### src/rtl/aes_mix_columns_serial.sv
// Sequential AES MixColumns / InvMixColumns over a 128-bit state, ColsPerCycle
// columns per clock through shared single-column mixers, valid/ready on both sides.

module aes_mix_single_column (
    input  logic [1:0]      op_i,
    input  logic [3:0][7:0] data_i,
    output logic [3:0][7:0] data_o
);
    localparam logic [1:0] CIPH_FWD = 2'b01;
    localparam logic [1:0] CIPH_INV = 2'b10;

    function automatic logic [7:0] xt(input logic [7:0] b);
        return {b[6:0], 1'b0} ^ (b[7] ? 8'h1b : 8'h00);
    endfunction

    logic [3:0][7:0] m2, m3, m4, m8, m9, mb, md, me;

    always_comb begin
        for (int r = 0; r < 4; r++) begin
            m2[r] = xt(data_i[r]);
            m3[r] = m2[r] ^ data_i[r];
            m4[r] = xt(m2[r]);
            m8[r] = xt(m4[r]);
            m9[r] = m8[r] ^ data_i[r];
            mb[r] = m8[r] ^ m2[r] ^ data_i[r];
            md[r] = m8[r] ^ m4[r] ^ data_i[r];
            me[r] = m8[r] ^ m4[r] ^ m2[r];
        end
    end

    // Unrecognised op selects no terms, so the column mixes to zero.
    always_comb begin
        data_o = '0;
        for (int r = 0; r < 4; r++) begin
            if (op_i == CIPH_FWD) begin
                data_o[r] = m2[r] ^ m3[2'(r + 1)] ^ data_i[2'(r + 2)] ^ data_i[2'(r + 3)];
            end else if (op_i == CIPH_INV) begin
                data_o[r] = me[r] ^ mb[2'(r + 1)] ^ md[2'(r + 2)] ^ m9[2'(r + 3)];
            end
        end
    end
endmodule

module aes_mix_columns_serial #(
    parameter int ColsPerCycle   = 1,
    parameter bit SecClearOutput = 1'b1
) (
    input  logic                 clk_i,
    input  logic                 rst_i,
    input  logic                 clear_i,
    input  logic                 in_valid_i,
    output logic                 in_ready_o,
    input  logic [1:0]           op_i,
    input  logic [3:0][3:0][7:0] state_i,
    output logic                 out_valid_o,
    input  logic                 out_ready_i,
    output logic [3:0][3:0][7:0] state_o,
    output logic                 op_err_o
);
    // state | meaning
    // IDLE  | ready for a new state
    // BUSY  | mixing ColsPerCycle columns per cycle in place
    // DONE  | result presented, waiting for out_ready_i

    localparam int NumPasses = 4 / ColsPerCycle;
    localparam int CntW      = (NumPasses > 1) ? $clog2(NumPasses) : 1;
    localparam logic [CntW-1:0] CntLast = CntW'(NumPasses - 1);
    localparam logic [1:0] CIPH_FWD = 2'b01;
    localparam logic [1:0] CIPH_INV = 2'b10;

    generate
        if (ColsPerCycle != 1 && ColsPerCycle != 2 && ColsPerCycle != 4) begin : g_bad_cols
            $error("ColsPerCycle must be 1, 2 or 4");
        end
    endgenerate

    typedef enum logic [1:0] {IDLE, BUSY, DONE} fsm_e;

    fsm_e                 fsm_q, fsm_d;
    logic [3:0][3:0][7:0] st_q;
    logic [1:0]           op_q;
    logic [CntW-1:0]      cnt_q;
    logic                 err_q;
    logic                 accept, step, handoff;

    logic [1:0]      col_sel [ColsPerCycle];
    logic [3:0][7:0] mix_in  [ColsPerCycle];
    logic [3:0][7:0] mix_out [ColsPerCycle];

    always_comb begin
        for (int k = 0; k < ColsPerCycle; k++) begin
            col_sel[k] = 2'(int'(cnt_q) * ColsPerCycle + k);
            for (int r = 0; r < 4; r++) begin
                mix_in[k][r] = st_q[r][col_sel[k]];
            end
        end
    end

    generate
        for (genvar k = 0; k < ColsPerCycle; k++) begin : g_mix
            aes_mix_single_column u_mix (
                .op_i   (op_q),
                .data_i (mix_in[k]),
                .data_o (mix_out[k])
            );
        end
    endgenerate

    always_ff @(posedge clk_i) begin
        if (rst_i || clear_i) fsm_q <= IDLE;
        else                  fsm_q <= fsm_d;
    end

    always_comb begin
        fsm_d       = fsm_q;
        in_ready_o  = 1'b0;
        out_valid_o = 1'b0;
        accept      = 1'b0;
        step        = 1'b0;
        handoff     = 1'b0;
        case (fsm_q)
            IDLE: begin
                in_ready_o = 1'b1;
                if (in_valid_i && !clear_i) begin
                    accept = 1'b1;
                    fsm_d  = BUSY;
                end
            end
            BUSY: begin
                step = 1'b1;
                if (cnt_q == CntLast) fsm_d = DONE;
            end
            DONE: begin
                out_valid_o = 1'b1;
                if (out_ready_i) begin
                    handoff = 1'b1;
                    fsm_d   = IDLE;
                end
            end
            default: fsm_d = IDLE;
        endcase
        if (clear_i) fsm_d = IDLE;
    end

    always_ff @(posedge clk_i) begin
        if (rst_i || clear_i) begin
            st_q  <= '0;
            op_q  <= '0;
            cnt_q <= '0;
            err_q <= 1'b0;
        end else if (accept) begin
            st_q  <= state_i;
            op_q  <= op_i;
            cnt_q <= '0;
            err_q <= (op_i != CIPH_FWD) && (op_i != CIPH_INV);
        end else if (step) begin
            for (int k = 0; k < ColsPerCycle; k++) begin
                for (int r = 0; r < 4; r++) begin
                    st_q[r][col_sel[k]] <= mix_out[k][r];
                end
            end
            cnt_q <= (cnt_q == CntLast) ? '0 : cnt_q + 1'b1;
        end else if (handoff) begin
            err_q <= 1'b0;
            if (SecClearOutput) st_q <= '0;
        end
    end

    assign state_o  = err_q ? '0 : st_q;
    assign op_err_o = err_q && (fsm_q == DONE);
endmodule
### config.mk
export PLATFORM = sky130hd
export DESIGN_NAME = aes_mix_columns_serial
export DESIGN_NICKNAME = d
export VERILOG_FILES = /design/src/rtl/aes_mix_columns_serial.sv
export SDC_FILE = /design/constraint.sdc
export NUM_CORES = 1
export LEC_CHECK = 0
export CAP_MARGIN = 20
export CORE_UTILIZATION = 30
export CTS_CLUSTER_SIZE = 16
export DETAILED_ROUTE_END_ITERATION = 10
export SYNTH_ARGS = -nofsm -noshare
export SYNTH_HDL_FRONTEND = slang
export SYNTH_HIERARCHICAL = 1
export SYNTH_SLANG_ARGS = --single-unit
export TNS_END_PERCENT = 50
### constraint.sdc
create_clock -name clk_i -period 5.8 [get_ports clk_i]
set_input_delay 1.16 -clock clk_i [delete_from_list [all_inputs] [get_ports clk_i]]
set_output_delay 1.16 -clock clk_i [all_outputs]
set_load 0.01 [all_outputs]
==> results.cfg, run 1 <==
[clocking]
cts_resized = 0
cts_buffers = 17
cts_tree = built
path_clk_slew_ns = 0.06
htreeDepth = 4
ctsHoldBuffers = 0
cts_setup_buffers = 0
insertion_delay_ns = 0.41
cts.sinks = 133
clock_path_buffers = 2
ctsRootBufferMaster = clkbuf_16

[critical_path]
cp.arrival_ns = 2.47
cp.required_ns = 4.64
path_buf_inv = 2
crit_slowest_cell = dfxtp_4
path_cells = buf_4, and2_1, clkdlybuf4s50_1
crit_type = reg2out
crit_family = buffers and inverters
worstPathMaxFanout = 69
r2r_slack_ns = 3.12
worst_setup_path_end_kind = primary output
cp-start-kind = register
slowest_delay_ns = 0.85

[cells_and_area]
final_nets = 1150
area.growth.synth_to_final_pct = 44.61
final_cell_mix = clkdlybuf4s50_1 (265), dfxtp_1 (132), nor2b_1 (130)
fillerInstances = 2229
multi_input_area_sq_um = 3859
antenna_cells = 0
drive_gt1_share_pct = 8.016
final_cell_area_sq_um = 10280
register_area_sq_um = 2666
layout_commonest_cell = clkdlybuf4s50_1

[route]
drc = 0
drt_pre_antenna_iters = 6
drt-initial-drc-count = 597
avgViaCountPerCell = 5.420
wl_per_cell_microns = 19.82
finalWirelength_microns = 26490
ant_nets = 0
num_vias = 7241

[placement]
numPortBuffers = 265
postPlaceCellArea_sq_um = 9673
finalWeightedCongestion = 0.7972
post-dp-hpwl_microns = 16320

[run_status]
outcome = finished, final reports clean

[die]
die-area_sq_um = 24320
std_cell_rows = 55
ios = 266
core_area_sq_um = 22920
die_y_microns = 156.0
fp.dieW_microns = 156.0
initial_utilization_pct = 31.03

[sta]
layout_min_cycle_time_ns = 3.629
min_period_over_period_pct = 62.56
finClkSkew_ns = 0.01218
fmaxAchievable_ghz = 0.2756
slew_viol_final = 0
finalSetupTns_ns = 0
relSlewSlack_pct = 36.15
rsz0062_at_grt = no
hold_viol_final = 0
tightest_slew_ns = 0.9578
finalSetupViolCount = 0

[logic_synthesis]
synth_area_sq_um = 7111
synthCells = 828
synth_area_per_cell_sq_um = 8.588
ys.warnings.count = 6

[job]
maxCapViolations = 0

[global_route]
track_usage_pct = 21.41
antenna_found_initial = 0
grt_pass1_vias = 6973
grt_max_degree = 165
grt_overflow = 0
grt_first_pass_wirelength_microns = 40650

[power_and_ir_drop]
vdd_ir_drop_max_mv = 0.1702
power_leakage_nw = 3.460
cellPowerDensity_nw_per_um2 = 232.5

[hold_path]
min_path_type = reg2reg
[final timing paths]
check	to	cells past startpoint	start
hold / removal	st_q[54]	2	st_q[54]
setup reg to reg	st_q[121]	4	fsm_q[1]
hold reg to reg	st_q[54]	2	st_q[54]
setup / recovery	op_err_o	3	err_q
[final cells by class]
class	count	share of cell area, %
Multi-Input combinational cell	580	37.53
Timing Repair Buffer	275	26.89
Sequential cell	133	25.93
Clock buffer	19	4.308
Tap cell	313	3.809
Clock inverter	13	1.424
Inverter	3	0.1095
[worst register-to-register path, cell delays in order (launching register included)]
cell,delay [ns]
dfxtp_1,0.45
nor4b_4,0.38
buf_12,0.50
or3_2,1.01
a211oi_2,0.17
[flip-flops by register name, indices dropped and copies added, names as in the netlist]
register  flops
fsm_q         2
cnt_q         2
st_q        128
err_q         1
[routing by layer]
| metal | share of wire, % | GRT usage [%] | wire [microns] |
|---|---|---|---|
| met2 | 47 | 33.50 | 12430 |
| met4 | 1.6 | 6.069 | 419 |
| met3 | 8.2 | 5.194 | 2167 |
| met5 | 0 | 0 | 0 |
| met1 | 43 | 29.06 | 11470 |
[power by group]
part           switching, mW  leakage, nW  internal, mW  total, mW
registers             0.0154         1.08         0.937      0.953
logic                  0.161         2.10         0.179      0.339
clock network          0.448        0.285         0.651       1.10
[per-stage QoR]
step | cells | hold slack, ns | worst slack [ns] | total power, mW | utilization, %
after CTS | 1335 | 0.4627 | 2.122 | 2.406 | 44.78
after floorplan | 859 | 0.4420 | 3.414 | 1.146 | -
after global routing | 1336 | 0.4750 | 2.012 | 2.480 | 44.87
after global placement | 1303 | 0.4479 | 2.024 | 1.300 | 42.21
after detailed placement | 1303 | 0.4544 | 1.982 | 1.301 | 42.21
final | 1336 | 0.4611 | 2.171 | 2.391 | 44.87
No activity file was read; power rests on OpenSTA's default activity.
==> run 2, diff against run 1 <==
clock period = 3.7 ns   (was 5.8 ns; I/O delays follow)
==> results.cfg, run 2 (same netlist as run 1, synthesis figures left out) <==
[placement]
postPlaceCellArea_sq_um = 9743
numPortBuffers = 265
finalWeightedCongestion = 0.7994
post-dp-hpwl_microns = 16680
dp_slack_ns = 0.9405

[clocking]
htreeDepth = 4
ctsHoldBuffers = 0
cts_buffers = 17
insertion_delay_ns = 0.42
clock_path_buffers = 2
cts.sinks = 133
ctsRootBufferMaster = clkbuf_16
cts_tree = built
path_clk_slew_ns = 0.06
cts_resized = 0
cts_setup_buffers = 0

[sta]
finalSetupViolCount = 0
fmaxAchievable_ghz = 0.3412
rsz0062_at_grt = no
worst_slack_ns = 0.7694
finClkSkew_ns = 0.007902
layout_min_cycle_time_ns = 2.931
finalSetupTns_ns = 0
min_period_over_period_pct = 79.20
relSlewSlack_pct = 32.33
tightest_slew_ns = 1.015
slew_viol_final = 0
hold_viol_final = 0

[critical_path]
crit_type = reg2out
path_buf_inv = 2
cp-start-kind = register
path_cells = buf_4, and2_1, clkdlybuf4s50_1
worstPathMaxFanout = 51
crit_slowest_cell = dfxtp_4
slowest_delay_ns = 0.74
crit_family = buffers and inverters
worst_setup_path_end_kind = primary output
cp.arrival_ns = 2.19
cp.required_ns = 2.96

[global_route]
grt_first_pass_wirelength_microns = 40530
grt_max_degree = 164
antenna_found_initial = 0
grt_pass1_vias = 7056
grt_overflow = 0
track_usage_pct = 21.42

[cells_and_area]
final_nets = 1156
reg_top3 = st_q x128, cnt_q x2, fsm_q x2
final_cell_mix = clkdlybuf4s50_1 (265), dfxtp_1 (132), nor2b_1 (130)
top_register = st_q
largest_reg_flops = 128
drive_gt1_share_pct = 8.463
final_cell_area_sq_um = 10370
layout_commonest_cell = clkdlybuf4s50_1
area.growth.synth_to_final_pct = 45.84
antenna_cells = 0

[power_and_ir_drop]
cellPowerDensity_nw_per_um2 = 366.2
power_leakage_nw = 3.506
vdd_ir_drop_max_mv = 0.2514

[die]
die_y_microns = 156.0
std_cell_rows = 55
initial_utilization_pct = 31.03
die-area_sq_um = 24320
core_area_sq_um = 22920
ios = 266
fp.dieW_microns = 156.0

[route]
num_vias = 7309
drt_pre_antenna_iters = 5
avgViaCountPerCell = 5.450
ant_nets = 0
finalWirelength_microns = 26720
drt-initial-drc-count = 494
wl_per_cell_microns = 19.93
drc = 0

[job]
maxCapViolations = 0

[hold_path]
min_path_type = reg2reg

[run_status]
outcome = finished, final reports clean
## run 2: changes by cell type in the layout (fill, tap and decap cells not counted)
cell | previous run | this run
inv_6 | 4 | 2
clkinv_4 | 3 | 2
bufinv_16 | 2 | 3
buf_12 | 3 | 5
clkbuf_8 | 1 | 2
buf_4 | 7 | 11
## run 2: per-layer routing
| metal | vias to the layer above | track usage (%) | wire length (microns) |
|---|---|---|---|
| met4 | 0 | 7.890 | 569 |
| li1 | 3421 | - | - |
| met1 | 3494 | 28.82 | 11760 |
| met5 | - | 0 | 0 |
| met2 | 357 | 33.38 | 12250 |
| met3 | 37 | 4.722 | 2144 |
## run 2: area by class of cell
type | count | area [sq um]
Fill cell | 2248 | 12550
Multi-Input combinational cell | 580 | 3859
Timing Repair Buffer | 281 | 2835
Sequential cell | 133 | 2666
Clock buffer | 20 | 456.7
Tap cell | 313 | 391.6
Clock inverter | 11 | 150.1
Inverter | 3 | 11.26
## run 2: power by group
group / leakage [nW] / switching [mW] / internal (mW)
Clock: 0.293 / 0.669 / 1.10
Sequential: 1.08 / 0.0229 / 1.47
Combinational: 2.13 / 0.257 / 0.284
Total: 3.51 / 0.948 / 2.85
## run 2: worst min-delay path: stages, from the launching register on
cell and delay (ns):
dfxtp_1 0.30, nand4_1 0.06, a21oi_1 0.05
## run 2: metrics by stage
stage | total power [mW] | util [%] | cells | hold slack, ns
2_1_floorplan | 1.797 | - | 859 | 0.4420
3_3_place_gp | 2.045 | 42.52 | 1309 | 0.4477
3_5_place_dp | 2.046 | 42.52 | 1309 | 0.4549
4_1_cts | 3.818 | 45.17 | 1340 | 0.4625
5_1_grt | 3.930 | 45.25 | 1341 | 0.4708
6_report | 3.798 | 45.25 | 1341 | 0.4604
## run 2: final timing paths
check | start | endpoint | slack (ns) | cells past startpoint
setup / recovery | err_q | op_err_o | 0.77 | 3
hold / removal | st_q[16] | st_q[16] | 0.46 | 2
hold reg to reg | st_q[16] | st_q[16] | 0.46 | 2
setup reg to reg | fsm_q[0] | st_q[58] | 1.43 | 3
==> run 3, diff against run 2 <==
clock period = 2.5 ns   (was 3.7 ns; I/O delays follow)
==> results.cfg, run 3 (same netlist as run 1, synthesis figures left out) <==
[critical_path]
reg2reg_from = fsm_q[0]
crit_start = fsm_q[0]
worstPathMaxFanout = 15
cp.arrival_ns = 1.87
cp-start-kind = register
cp.required_ns = 2.00
crit_type = reg2out
reg2reg_depth = 4
worst_setup_path_end_kind = primary output

[placement]
numPortBuffers = 265
dpl.cell_count = 1322
finalWeightedCongestion = 0.7777
postPlaceCellArea_sq_um = 9916
dp_slack_ns = 0.1354
post-dp-hpwl_microns = 17530

[global_route]
grt_max_degree = 99
grt_overflow = 0
grt_pass1_vias = 7058
grt_first_pass_wirelength_microns = 40270
antenna_found_initial = 0
track_usage_pct = 21.43

[die]
die-area_sq_um = 24320
std_cell_rows = 55
core_area_sq_um = 22920
initial_utilization_pct = 31.03
die_y_microns = 156.0
fp.dieW_microns = 156.0
ios = 266

[route]
ant_nets = 0
drt-initial-drc-count = 467
num_vias = 7331
avgViaCountPerCell = 5.414
wl_per_cell_microns = 19.96
drc = 0
drt_pre_antenna_iters = 5
finalWirelength_microns = 27030

[hold_path]
min_from = st_q[19]
min_path_cells = 2
min_path_type = reg2reg

[clocking]
htreeDepth = 4
ctsRootBufferMaster = clkbuf_16
clock_path_buffers = 2
ctsHoldBuffers = 0
cts.sinks = 133
cts_tree = built
insertion_delay_ns = 0.42
path_clk_slew_ns = 0.06
cts_buffers = 17

[sta]
worst_slack_ns = 0.1316
hold_viol_final = 0
relSlewSlack_pct = 45.09
finalSetupTns_ns = 0
fmaxAchievable_ghz = 0.4222
holdWs_ns = 0.4612
finClkSkew_ns = 0.009746
min_period_over_period_pct = 94.74
tightest_slew_ns = 0.8237
slew_viol_final = 0
layout_min_cycle_time_ns = 2.368
rsz0062_at_grt = no
finalSetupViolCount = 0

[cells_and_area]
final_cell_area_sq_um = 10560
fillerInstances = 2220
multi_input_area_sq_um = 3859
final_cells = 1354
finish.utilization_pct = 46.08
final_nets = 1169
layout_commonest_cell = clkdlybuf4s50_1
antenna_cells = 0
register_area_sq_um = 2668
largest_reg_flops = 128
reg_top3 = st_q x128, cnt_q x2, fsm_q x2
final_cell_mix = clkdlybuf4s50_1 (265), dfxtp_1 (131), nor2b_1 (130)
drive_gt1_share_pct = 9.798
area.growth.synth_to_final_pct = 48.50
top_register = st_q

[run_status]
outcome = finished, final reports clean

[power_and_ir_drop]
vdd_ir_drop_max_mv = 0.4096
power_leakage_nw = 3.612
cellPowerDensity_nw_per_um2 = 546.3
total_power_mw = 5.768

[job]
maxCapViolations = 0
run 3: cell types whose count changed in the layout (fill, tap and decap cells not counted), sizes merged:
cell and delta:
buf +13, clkinv +2, bufinv +1, clkbuf -1, clkinvlp -1, inv -1
run 3: path summary, 6_finish.rpt:
kind	slack, ns	endpoint
hold / removal	0.46	st_q[19]
setup / recovery	0.13	op_err_o
hold reg to reg	0.46	st_q[19]
setup reg to reg	0.55	st_q[30]
run 3: layout make-up:
type | instances | share of cell area [%]
sequential | 133 | 25.26
inverter | 3 | 0.1066
timing repair buffer | 294 | 28.40
clock buffer | 19 | 4.290
multi-input combinational | 580 | 36.54
clock inverter | 12 | 1.683
tap | 313 | 3.709
run 3: critical path: stages (launching register included):
cell and delay (ns):
dfxtp_1 0.63, nor2b_1 0.15, and2_1 0.19, clkdlybuf4s50_1 0.48
run 3: repair_timing:
action,CTS,global route
gates resized for setup,2,0
setup buffers,0,1
hold endpoints to repair,0,0
endpoints found under the setup margin,30,6
run 3: where the power goes:
| group | switching [mW] | leakage (nW) | total (mW) | internal [mW] |
|---|---|---|---|---|
| Sequential | 0.0315 | 1.08 | 2.21 | 2.17 |
| Clock | 1.01 | 0.309 | 2.73 | 1.72 |
| Combinational | 0.389 | 2.22 | 0.828 | 0.439 |
run 3: layer usage:
| layer | global-route usage [%] | routed length, microns | share of wire [%] |
|---|---|---|---|
| met2 | 34.44 | 12520 | 46 |
| met1 | 28.23 | 12260 | 45 |
| met4 | 6.489 | 373 | 1.4 |
| met3 | 5.167 | 1873 | 6.9 |
| met5 | 0 | 0 | 0 |
